**config.mk**
```make
export PLATFORM = sky130hd
export DESIGN_NAME = tmds_channel_decoder
export DESIGN_NICKNAME = d
export VERILOG_FILES = /design/src/rtl/tmds_pkg.sv /design/src/rtl/tmds_symbol_decode.sv /design/src/rtl/tmds_channel_decoder.sv
export SDC_FILE = /design/constraint.sdc
export NUM_CORES = 1
export LEC_CHECK = 0
export BUFFER_PORTS_ARGS = -buffer_cell sky130_fd_sc_hd__buf_2
export CAP_MARGIN = 20
export CORE_ASPECT_RATIO = 0.5
export CORE_MARGIN = 2
export CORE_UTILIZATION = 38
export CTS_BUF_LIST = sky130_fd_sc_hd__clkbuf_8
export DETAILED_ROUTE_END_ITERATION = 6
export PLACE_DENSITY_LB_ADDON = 0.12
export SKIP_LAST_GASP = 1
export SLEW_MARGIN = 10
export SYNTH_ARGS = -nofsm -noshare
export SYNTH_HDL_FRONTEND = slang
export SYNTH_HIERARCHICAL = 1
export SYNTH_SLANG_ARGS = --single-unit
```
**constraint.sdc**
```tcl
create_clock -name clk_pixel -period 7.45 [get_ports clk_pixel]
set_clock_uncertainty 0.05 [all_clocks]
set_input_delay 0.745 -clock clk_pixel [delete_from_list [all_inputs] [get_ports clk_pixel]]
set_output_delay 0.745 -clock clk_pixel [all_outputs]
set_load 0.005 [all_outputs]
```
**src/rtl/tmds_pkg.sv**
```systemverilog
// TMDS channel decoder shared definitions: control tokens, TERC4 table, lock FSM states.
// Latency: n/a (constants and a pure helper function only).
// Backpressure: n/a. The TERC4 table exists only when TMDS_TERC4_EN is defined.
package tmds_pkg;

  // Blanking control tokens, indexed by the {C1,C0} value they carry
  localparam logic [9:0] CTRL_TOKEN_00 = 10'b1101010100;
  localparam logic [9:0] CTRL_TOKEN_01 = 10'b0010101011;
  localparam logic [9:0] CTRL_TOKEN_10 = 10'b0101010100;
  localparam logic [9:0] CTRL_TOKEN_11 = 10'b1010101011;

  typedef enum logic {
    SEARCH = 1'b0,
    LOCKED = 1'b1
  } state_t;

`ifdef TMDS_TERC4_EN
  // HDMI data-island codes; entry i is the symbol that carries nibble i
  localparam logic [15:0][9:0] TERC4_CODES = {
    10'b1011000011,  // F
    10'b0101100011,  // E
    10'b1001110001,  // D
    10'b1010001110,  // C
    10'b1011000110,  // B
    10'b0110011100,  // A
    10'b0100111001,  // 9
    10'b1011001100,  // 8
    10'b0100111100,  // 7
    10'b0110001110,  // 6
    10'b0100011110,  // 5
    10'b0101110001,  // 4
    10'b1011100010,  // 3
    10'b1011100100,  // 2
    10'b1001100011,  // 1
    10'b1010011100   // 0
  };
`endif

  function automatic logic is_ctrl_token(input logic [9:0] s);
    return (s == CTRL_TOKEN_00) || (s == CTRL_TOKEN_01) ||
           (s == CTRL_TOKEN_10) || (s == CTRL_TOKEN_11);
  endfunction

endpackage

```
**src/rtl/tmds_symbol_decode.sv**
```systemverilog
// Pure combinational 10b symbol decode: video byte, control bits and (TMDS_TERC4_EN) TERC4 nibble.
// Latency: 0 cycles; sits between the stage1 and stage2 registers of the channel decoder.
// Backpressure: none; evaluates whatever symbol is presented.
module tmds_symbol_decode
  import tmds_pkg::*;
(
  input  logic [9:0] sym,
  output logic [7:0] data,
  output logic [1:0] ctrl
`ifdef TMDS_TERC4_EN
  ,
  output logic       is_terc4,
  output logic [3:0] terc4
`endif
);

  logic [7:0] d;

  // Undo the optional inversion carried in bit 9
  assign d = sym[9] ? ~sym[7:0] : sym[7:0];

  // Undo the XOR/XNOR transition chain selected by bit 8
  always_comb begin
    data    = '0;
    data[0] = d[0];
    for (int i = 1; i < 8; i++) begin
      data[i] = sym[8] ? (d[i] ^ d[i-1]) : ~(d[i] ^ d[i-1]);
    end
  end

  // Control bits for the four tokens; meaningless for any other symbol
  always_comb begin
    case (sym)
      CTRL_TOKEN_01: ctrl = 2'b01;
      CTRL_TOKEN_10: ctrl = 2'b10;
      CTRL_TOKEN_11: ctrl = 2'b11;
      default:       ctrl = 2'b00;
    endcase
  end

`ifdef TMDS_TERC4_EN
  // Table search for data-island symbols
  always_comb begin
    is_terc4 = 1'b0;
    terc4    = 4'h0;
    for (int i = 0; i < 16; i++) begin
      if (sym == TERC4_CODES[i]) begin
        is_terc4 = 1'b1;
        terc4    = 4'(i);
      end
    end
  end
`endif

endmodule

```
**src/rtl/tmds_channel_decoder.sv**
```systemverilog
// One TMDS receive channel: word alignment from control tokens, lock tracking, 10b->8b decode.
// Latency: a word is on the outputs 3 cycles after it is presented (prev_word, stage1, stage2).
// Backpressure: none; one word accepted every clk_pixel. Option macro: TMDS_TERC4_EN.
module tmds_channel_decoder
  import tmds_pkg::*;
#(
  parameter int SEARCH_WINDOW = 1024,
  parameter int LOCK_COUNT    = 8,
  parameter int LOSS_TIMEOUT  = 4096
) (
  input  logic       clk_pixel,
  input  logic       sys_resetn,
  input  logic [9:0] tmds_word,
  output logic [7:0] data,
  output logic [1:0] ctrl,
  output logic       is_ctrl,
  output logic       de,
  output logic       locked,
  output logic [3:0] bit_offset,
  output logic       slip
`ifdef TMDS_TERC4_EN
  ,
  output logic       is_terc4,
  output logic [3:0] terc4
`endif
);

  localparam int MAX_A = (SEARCH_WINDOW > LOCK_COUNT) ? SEARCH_WINDOW : LOCK_COUNT;
  localparam int MAX_P = (MAX_A > LOSS_TIMEOUT) ? MAX_A : LOSS_TIMEOUT;
  localparam int CNT_W = $clog2(MAX_P) + 1;

  localparam logic [CNT_W-1:0] SW_LAST  = CNT_W'(SEARCH_WINDOW - 1);
  localparam logic [CNT_W-1:0] LT_LAST  = CNT_W'(LOSS_TIMEOUT - 1);
  localparam logic [CNT_W-1:0] LC_LAST  = CNT_W'(LOCK_COUNT - 1);
  localparam logic [CNT_W-1:0] LC_FULL  = CNT_W'(LOCK_COUNT);
  localparam logic [CNT_W-1:0] CNT_ONE  = CNT_W'(1);

  logic [9:0]       prev_word;
  logic [19:0]      win;
  logic [9:0]       sym;
  logic [9:0]       s1_sym;
  logic             s1_tok;
  state_t           state;
  logic [CNT_W-1:0] run;
  logic [CNT_W-1:0] timer;
  logic [7:0]       dec_data;
  logic [1:0]       dec_ctrl;
`ifdef TMDS_TERC4_EN
  logic             dec_is_terc4;
  logic [3:0]       dec_terc4;
`endif

  // Offset 0 picks prev_word; larger offsets borrow low bits of the newer word
  assign win = {tmds_word, prev_word};
  assign sym = 10'(win >> bit_offset);

  // Lock status is the FSM state, which already moves in step with stage2
  assign locked = (state == LOCKED);
  assign de     = locked & ~is_ctrl;

  tmds_symbol_decode u_decode (
    .sym      (s1_sym),
    .data     (dec_data),
    .ctrl     (dec_ctrl)
`ifdef TMDS_TERC4_EN
    ,
    .is_terc4 (dec_is_terc4),
    .terc4    (dec_terc4)
`endif
  );

  // Previous word, stage1 symbol/token flag and stage2 decoded outputs
  always_ff @(posedge clk_pixel or negedge sys_resetn) begin
    if (!sys_resetn) begin
      prev_word <= '0;
      s1_sym    <= '0;
      s1_tok    <= 1'b0;
      data      <= '0;
      ctrl      <= '0;
      is_ctrl   <= 1'b0;
`ifdef TMDS_TERC4_EN
      is_terc4  <= 1'b0;
      terc4     <= '0;
`endif
    end else begin
      prev_word <= tmds_word;
      s1_sym    <= sym;
      s1_tok    <= is_ctrl_token(sym);
      data      <= dec_data;
      is_ctrl   <= s1_tok;
      if (s1_tok) begin
        ctrl <= dec_ctrl;
      end
`ifdef TMDS_TERC4_EN
      is_terc4  <= dec_is_terc4;
      terc4     <= dec_terc4;
`endif
    end
  end

  // Alignment FSM: count token runs, slip offset on search timeout, drop lock on token loss
  always_ff @(posedge clk_pixel or negedge sys_resetn) begin
    if (!sys_resetn) begin
      state      <= SEARCH;
      run        <= '0;
      timer      <= '0;
      bit_offset <= 4'd0;
      slip       <= 1'b0;
    end else begin
      slip <= 1'b0;
      case (state)
        SEARCH: begin
          if (s1_tok) begin
            // A token beats a coincident timeout: it counts and suppresses the slip
            if (run == LC_LAST) begin
              state <= LOCKED;
              run   <= LC_FULL;
              timer <= '0;
            end else begin
              run <= run + CNT_ONE;
              if (timer != SW_LAST) begin
                timer <= timer + CNT_ONE;
              end
            end
          end else begin
            run <= '0;
            if (timer == SW_LAST) begin
              timer      <= '0;
              slip       <= 1'b1;
              bit_offset <= (bit_offset == 4'd9) ? 4'd0 : bit_offset + 4'd1;
            end else begin
              timer <= timer + CNT_ONE;
            end
          end
        end
        LOCKED: begin
          if (s1_tok) begin
            timer <= '0;
          end else if (timer == LT_LAST) begin
            state <= SEARCH;
            run   <= '0;
            timer <= '0;
          end else begin
            timer <= timer + CNT_ONE;
          end
        end
        default: state <= SEARCH;
      endcase
    end
  end

endmodule

```
Word-level counts from Yosys, hierarchy flattened
Cells that the tools add are included.

operators by class
  bitwise gates (word level) = 19
  shift operators = 1
  multiplexer cells = 30
  reductions and logical operators = 5
  add/sub/neg operators = 3
  equality and inequality tests = 15

operators with widths
  cell                     count
  $mux W13                 10
  $pmux W13 S2             2
  $eq A10 B10 Y1 const B   3
  $add A13 B1 Y13 const B  2
  $eq A10 B8 Y1 const B    2
  $eq A10 B9 Y1 const B    2
  $shr A20 B4 Y10          1
  $mux W1                  14
  $eq A13 B10 Y1 const B   1
  $eq A13 B12 Y1 const B   1
  $eq A13 B3 Y1 const B    1
  $ne A13 B10 Y1 const B   1
  $not A1 Y1               10
  $mux W8                  1
  $not A8 Y8               1
  $xor A1 B1 Y1            7
  $pmux W2 S3              1
  $add A4 B1 Y4 const B    1
  $eq A4 B4 Y1 const B     1
  $mux W4                  1
  $ne A4 B4 Y1 const B     1
  $logic_or A1 B1 Y1       3
  $reduce_and A3 Y1        1
  $ne A2 B1 Y1 const B     1
  other kinds (4)          4

word-level totals
  register bits after elaboration = 64

Depth between registers and ports, before layout
  word-level depth = 5
  mapped depth = 9
  gate-level depth less buffers = 7

Modules after synthesis
Netlist, hierarchy kept.

modules (own cells, without submodules)
  module                times used  cells each  area an instance (µm²)  seq. area each (µm²)
  tmds_channel_decoder  1           294         3442.1                  1601.5
  tmds_symbol_decode    1           22          197.7                   0.0

Worst setup path before layout
No wires, ideal clock.

  path type = input port to flip-flop
  start point = input port tmds_word[6]
  end point = register s1_tok
  data arrival time = 2385 ps
  setup time = 92 ps
  required time = 7308 ps
  slack = 4923 ps
  cell stages on the path = 6
  path through = mux2_1 mux4_2 mux2i_1 inv_1 or4_4 o31ai_2

on the way
  longest elaborated chain between the ends = 5

RTL lines
  item                                                    line                        text
  start, declared                                         tmds_channel_decoder.sv:13  input logic [9:0] tmds_word,
  $shr A20 B4 Y10 (*)                                     tmds_channel_decoder.sv:55  assign sym = 10'(win >> bit_offset);
  named net sym[3]                                        tmds_channel_decoder.sv:40  logic [9:0] sym;
  $eq A10 B10 Y1 / $eq A10 B8 Y1 (equally long branches)  tmds_pkg.sv:40              return (s == CTRL_TOKEN_00) || (s == CTRL_TOKEN_01) ||
  $logic_or A1 B1 Y1 (2 in series)                        tmds_pkg.sv:40
  $logic_or A1 B1 Y1 (*)                                  tmds_pkg.sv:41              (s == CTRL_TOKEN_10) || (s == CTRL_TOKEN_11);
  end signal, assigned                                    tmds_channel_decoder.sv:88  s1_tok <= is_ctrl_token(sym);
  end, declared                                           tmds_channel_decoder.sv:42  logic s1_tok;

The timed path passes the listed nets; every way through them passes the cells marked *.
A chain may end at the register's enable or synchronous reset.

Worst setup path in the final report
  start point = register run[0]
  end point = register timer[1]

on the way
  longest elaborated chain between the ends = 4

RTL lines
  item                    line                         text
  start, declared         tmds_channel_decoder.sv:44   logic [CNT_W-1:0] run;
  start signal, assigned  tmds_channel_decoder.sv:120  run <= run + CNT_ONE;
  $eq A13 B3 Y1 (*)       tmds_channel_decoder.sv:115  if (run == LC_LAST) begin
  $mux W13                tmds_channel_decoder.sv:115
  $mux W13                tmds_channel_decoder.sv:113  if (s1_tok) begin
  $pmux W13 S2            tmds_channel_decoder.sv:111  case (state)
  end signal, assigned    tmds_channel_decoder.sv:122  timer <= timer + CNT_ONE;
  end signal, assigned    tmds_channel_decoder.sv:132  timer <= timer + CNT_ONE;
  end signal, assigned    tmds_channel_decoder.sv:144  timer <= timer + CNT_ONE;
  end, declared           tmds_channel_decoder.sv:45   logic [CNT_W-1:0] timer;

Mark *: on every way between the ends. The rest lies on a longest branch, timed or not.

==> reports/results.txt <==
Routed len/inst - 16.65 microns
Total number of vias - 2,548
Crit. End Element - flip-flop
CP top delay family - simple AND/OR/NAND/NOR gates
Fin. Hold Viols - 0
Antenna violations before repair - 0
Number of remaining DRC errors - 0
Synth area leader - dfrtp_1
Routability cong. - 0.8654
Synth Cell Area - 3640 sq um
Unrepaired setup endpoints after global routing - no
Die ar. - 10,420 sq um
Critical-path cell list - ha_1, or4bb_1, or3_1, and2_1, o22ai_1, o21ai_0
Die X - 142.4 microns
HP Start - run[12]
Max_slew headroom - 29.27%
Sum Neg Setup Slack - 0 ps
CTS sink cnt - 64
Clk pwr share - 40.8%
Yosys reg bits - 64
Top sig layer - met4
Final clock period utilization by the worst path - 41.31%
Avg Vias per Cell - 5.444
Final WS setup - 4373 ps
DR iter-0 viols - 136
Slowest cell on crit path - o22ai_1
Setup violations, final - 0
Complex-gate fraction of the synthesized area - 10.24%
Combinational Power Share - 7.5%
CP max FO - 13
DRT Pass-1 Iters - 4
Main combinational cell family by area after synthesis - multiplexers
Simple-gate area share of the yosys netlist - 15.43%
Met2 wire len - 3662 microns
Number of synthesis warnings - 6
Min Tclk post-route - 3077 ps
Critical path class - reg2reg
Final Util - 43.32%
I/O pin cnt - 30
Most frequent cell after synthesis - dfrtp_1
Xor/xnor cell area share of the yosys netlist - 5.535%
Metal1 wirelength - 3743 microns
Hold Buf Count CTS - 0
WL met3 - 293 microns
Pin count of the biggest net entering global routing - 65
Area delta synth->final - 11.69%
First-pass GRT wire length - 13,320 microns
Net Sw Frac - 23.38%
Crit path DAT - 3200 ps
Clk_lat worst skew - 340 ps
Die Y - 73.21 microns
Fmax - 325.0 MHz
CP Buf/Inv Count - 0
Leakage - 1.699 nW
Post-Syn Nets - 330
Setup WS pre-CTS - 4415 ps
Sequential-to-total area share from yosys stat - 44.00%
Slew @ Worst Pin - 1061 ps
Worst Setup Start Kind - flip-flop
Syn Area/Cell - 11.52 sq um
CTS root buf - clkbuf_8
GRT Overall Usage - 16.70%
Post-Route WL - 7794 microns
Sw Pwr - 0.0001659 W
Status - finished, final reports clean
Vias in the first global route - 2,592
Core area - 9384 sq um
Internal cell power - 0.0005437 W
Worst min path class - reg2reg
Clk slew on worst S/H paths - 70 ps
Top cells by count, synth - dfrtp_1, nor2_1, o21ai_0, mux2_2, mux4_2
# resized after CTS - 0
CTS Buffer Depth - 2
Proportion of synthesized area in mux cells - 20.90%
Post-CTS Setup Inserts - 0
Synth top area share - 44.00%
Number of synthesized flops with an enable pin - 0
CTS buffer count - 9
Crit path largest cell delay - 810 ps
Peak supply drop - 0.00007717 V
DP Wirelength - 5325 microns
ANT cells - 0
RR Startpoint - run[0]
Final nets - 357
PD cells - 174.6 nW/um^2
Sequential share of power - 51.8%
Std cell rows - 25
Flop-to-flop setup slack - 4370 ps
Initial core utilization - 38.79%
Overflow after GRT - 0
Routed Antenna Nets - 0
CTS tree - yes
Hold slack - 438.4 ps
Filler cells - 870
Area occupied by multi-input gates - 1928 sq um
Async SR Flop Fraction - 100.0%
Dominant synthesized flop cell - dfrtp_1
H-Tree Depth - 3
Ratio of cells with drive above 1 in the final layout - 28.53%
Max-cap violations - 0
Max-slew violation count - 0
CP Launch Point - run[0]
Cell variety after synth - 60
Number of cells produced by synthesis - 316
Ranking of synthesized cells by area - dfrtp_1, mux4_2, mux2_2
Sequential Area - 1602 sq um
I/O Buffers - 29
Required @ worst endpoint - 7570 ps
Post-Synth Adder-Cell Area - 0.6875%
-- layout by cell type, fill, tap and decap left out, types with 3 or more instances in the layout --
| cell type | count |
|---|---|
| nand2b_1 | 3 |
| a21oi_1 | 6 |
| or3_1 | 3 |
| a31oi_1 | 6 |
| xnor2_1 | 16 |
| and3_1 | 4 |
| buf_4 | 3 |
| nor3_1 | 9 |
| clkbuf_8 | 10 |
| a22o_1 | 3 |
| nor2b_1 | 3 |
| or2_2 | 4 |
| clkinv_2 | 3 |
| o21ai_0 | 21 |
| mux2_2 | 20 |
| mux4_2 | 17 |
| nand2_1 | 15 |
| dfrtp_1 | 64 |
| buf_2 | 29 |
| nor2_1 | 27 |
| nand3_1 | 7 |
| inv_1 | 8 |
| nand3b_1 | 3 |
| xor2_1 | 7 |
| mux2i_1 | 10 |
| o31ai_1 | 3 |
-- worst register-to-register path: cells and delay by family, from the launching register on --
kind,cells,cell delay (ps)
AOI/OAI and AO/OA,2,1070
DFF,1,390
adders and majority gates,1,220
and+or+nand+nor,3,1180
-- worst paths after layout --
check / cells after the start / endpoint
min: 1 / run[12]
max reg2reg: 6 / timer[1]
max: 6 / timer[1]
min reg2reg: 1 / run[12]
min in group asynchronous: 2 / timer[5]
max in group asynchronous: 2 / prev_word[3]
-- layer usage --
metal	GRT usage, %	up-vias
met4	5.611	0
met5	0	-
li1	-	1223
met1	22.28	1274
met2	26.41	42
met3	4.987	9
-- through the flow --
step / std cells / power (W) / instance area [sq um]
2_1_floorplan: 316 / 0.0004005 / 3640
3_3_place_gp: 452 / 0.0004269 / 3871
3_5_place_dp: 453 / 0.0004277 / 3879
4_1_cts: 468 / 0.0007242 / 4065
5_1_grt: 468 / 0.0007461 / 4065
6_report: 468 / 0.0007097 / 4065
-- sequential cells by signal, summed over array words and instances, names as in the netlist, 2 cells and up --
signal	count
bit_offset	4
ctrl	2
data	8
prev_word	10
run	13
s1_sym	10
timer	13
-- layout make-up --
class	count	share of cell area (%)
timing repair buffer	32	4.124
inverter	8	0.7387
tap	121	3.724
sequential	64	39.40
clock buffer	10	3.386
clock inverter	5	1.200
multi-input combinational	228	47.43
-- power groups by stage --
stage | Clock (W) | Combinational (W) | Sequential, W
after floorplan | 0 | 0.0000281 | 0.000372
after global placement | 0 | 0.0000533 | 0.000374
after detailed placement | 0 | 0.0000537 | 0.000374
after CTS | 0.000303 | 0.0000541 | 0.000367
after global routing | 0.000318 | 0.0000591 | 0.000369
final | 0.000289 | 0.0000529 | 0.000367
-- kinds of logic (layout without fill, tap and decap cells) --
| group | count (synthesis) | in the layout |
|---|---|---|
| adder cells (fa/ha/maj) | 2 | 2 |
| buffers and inverters | 24 | 55 |
| XOR/XNOR | 23 | 23 |
| AND/OR/NAND/NOR | 99 | 99 |
| multiplexers | 50 | 50 |
| flip-flops | 64 | 64 |
| AO/OA/AOI/OAI | 54 | 54 |
No activity file was read; power rests on OpenSTA's default activity.
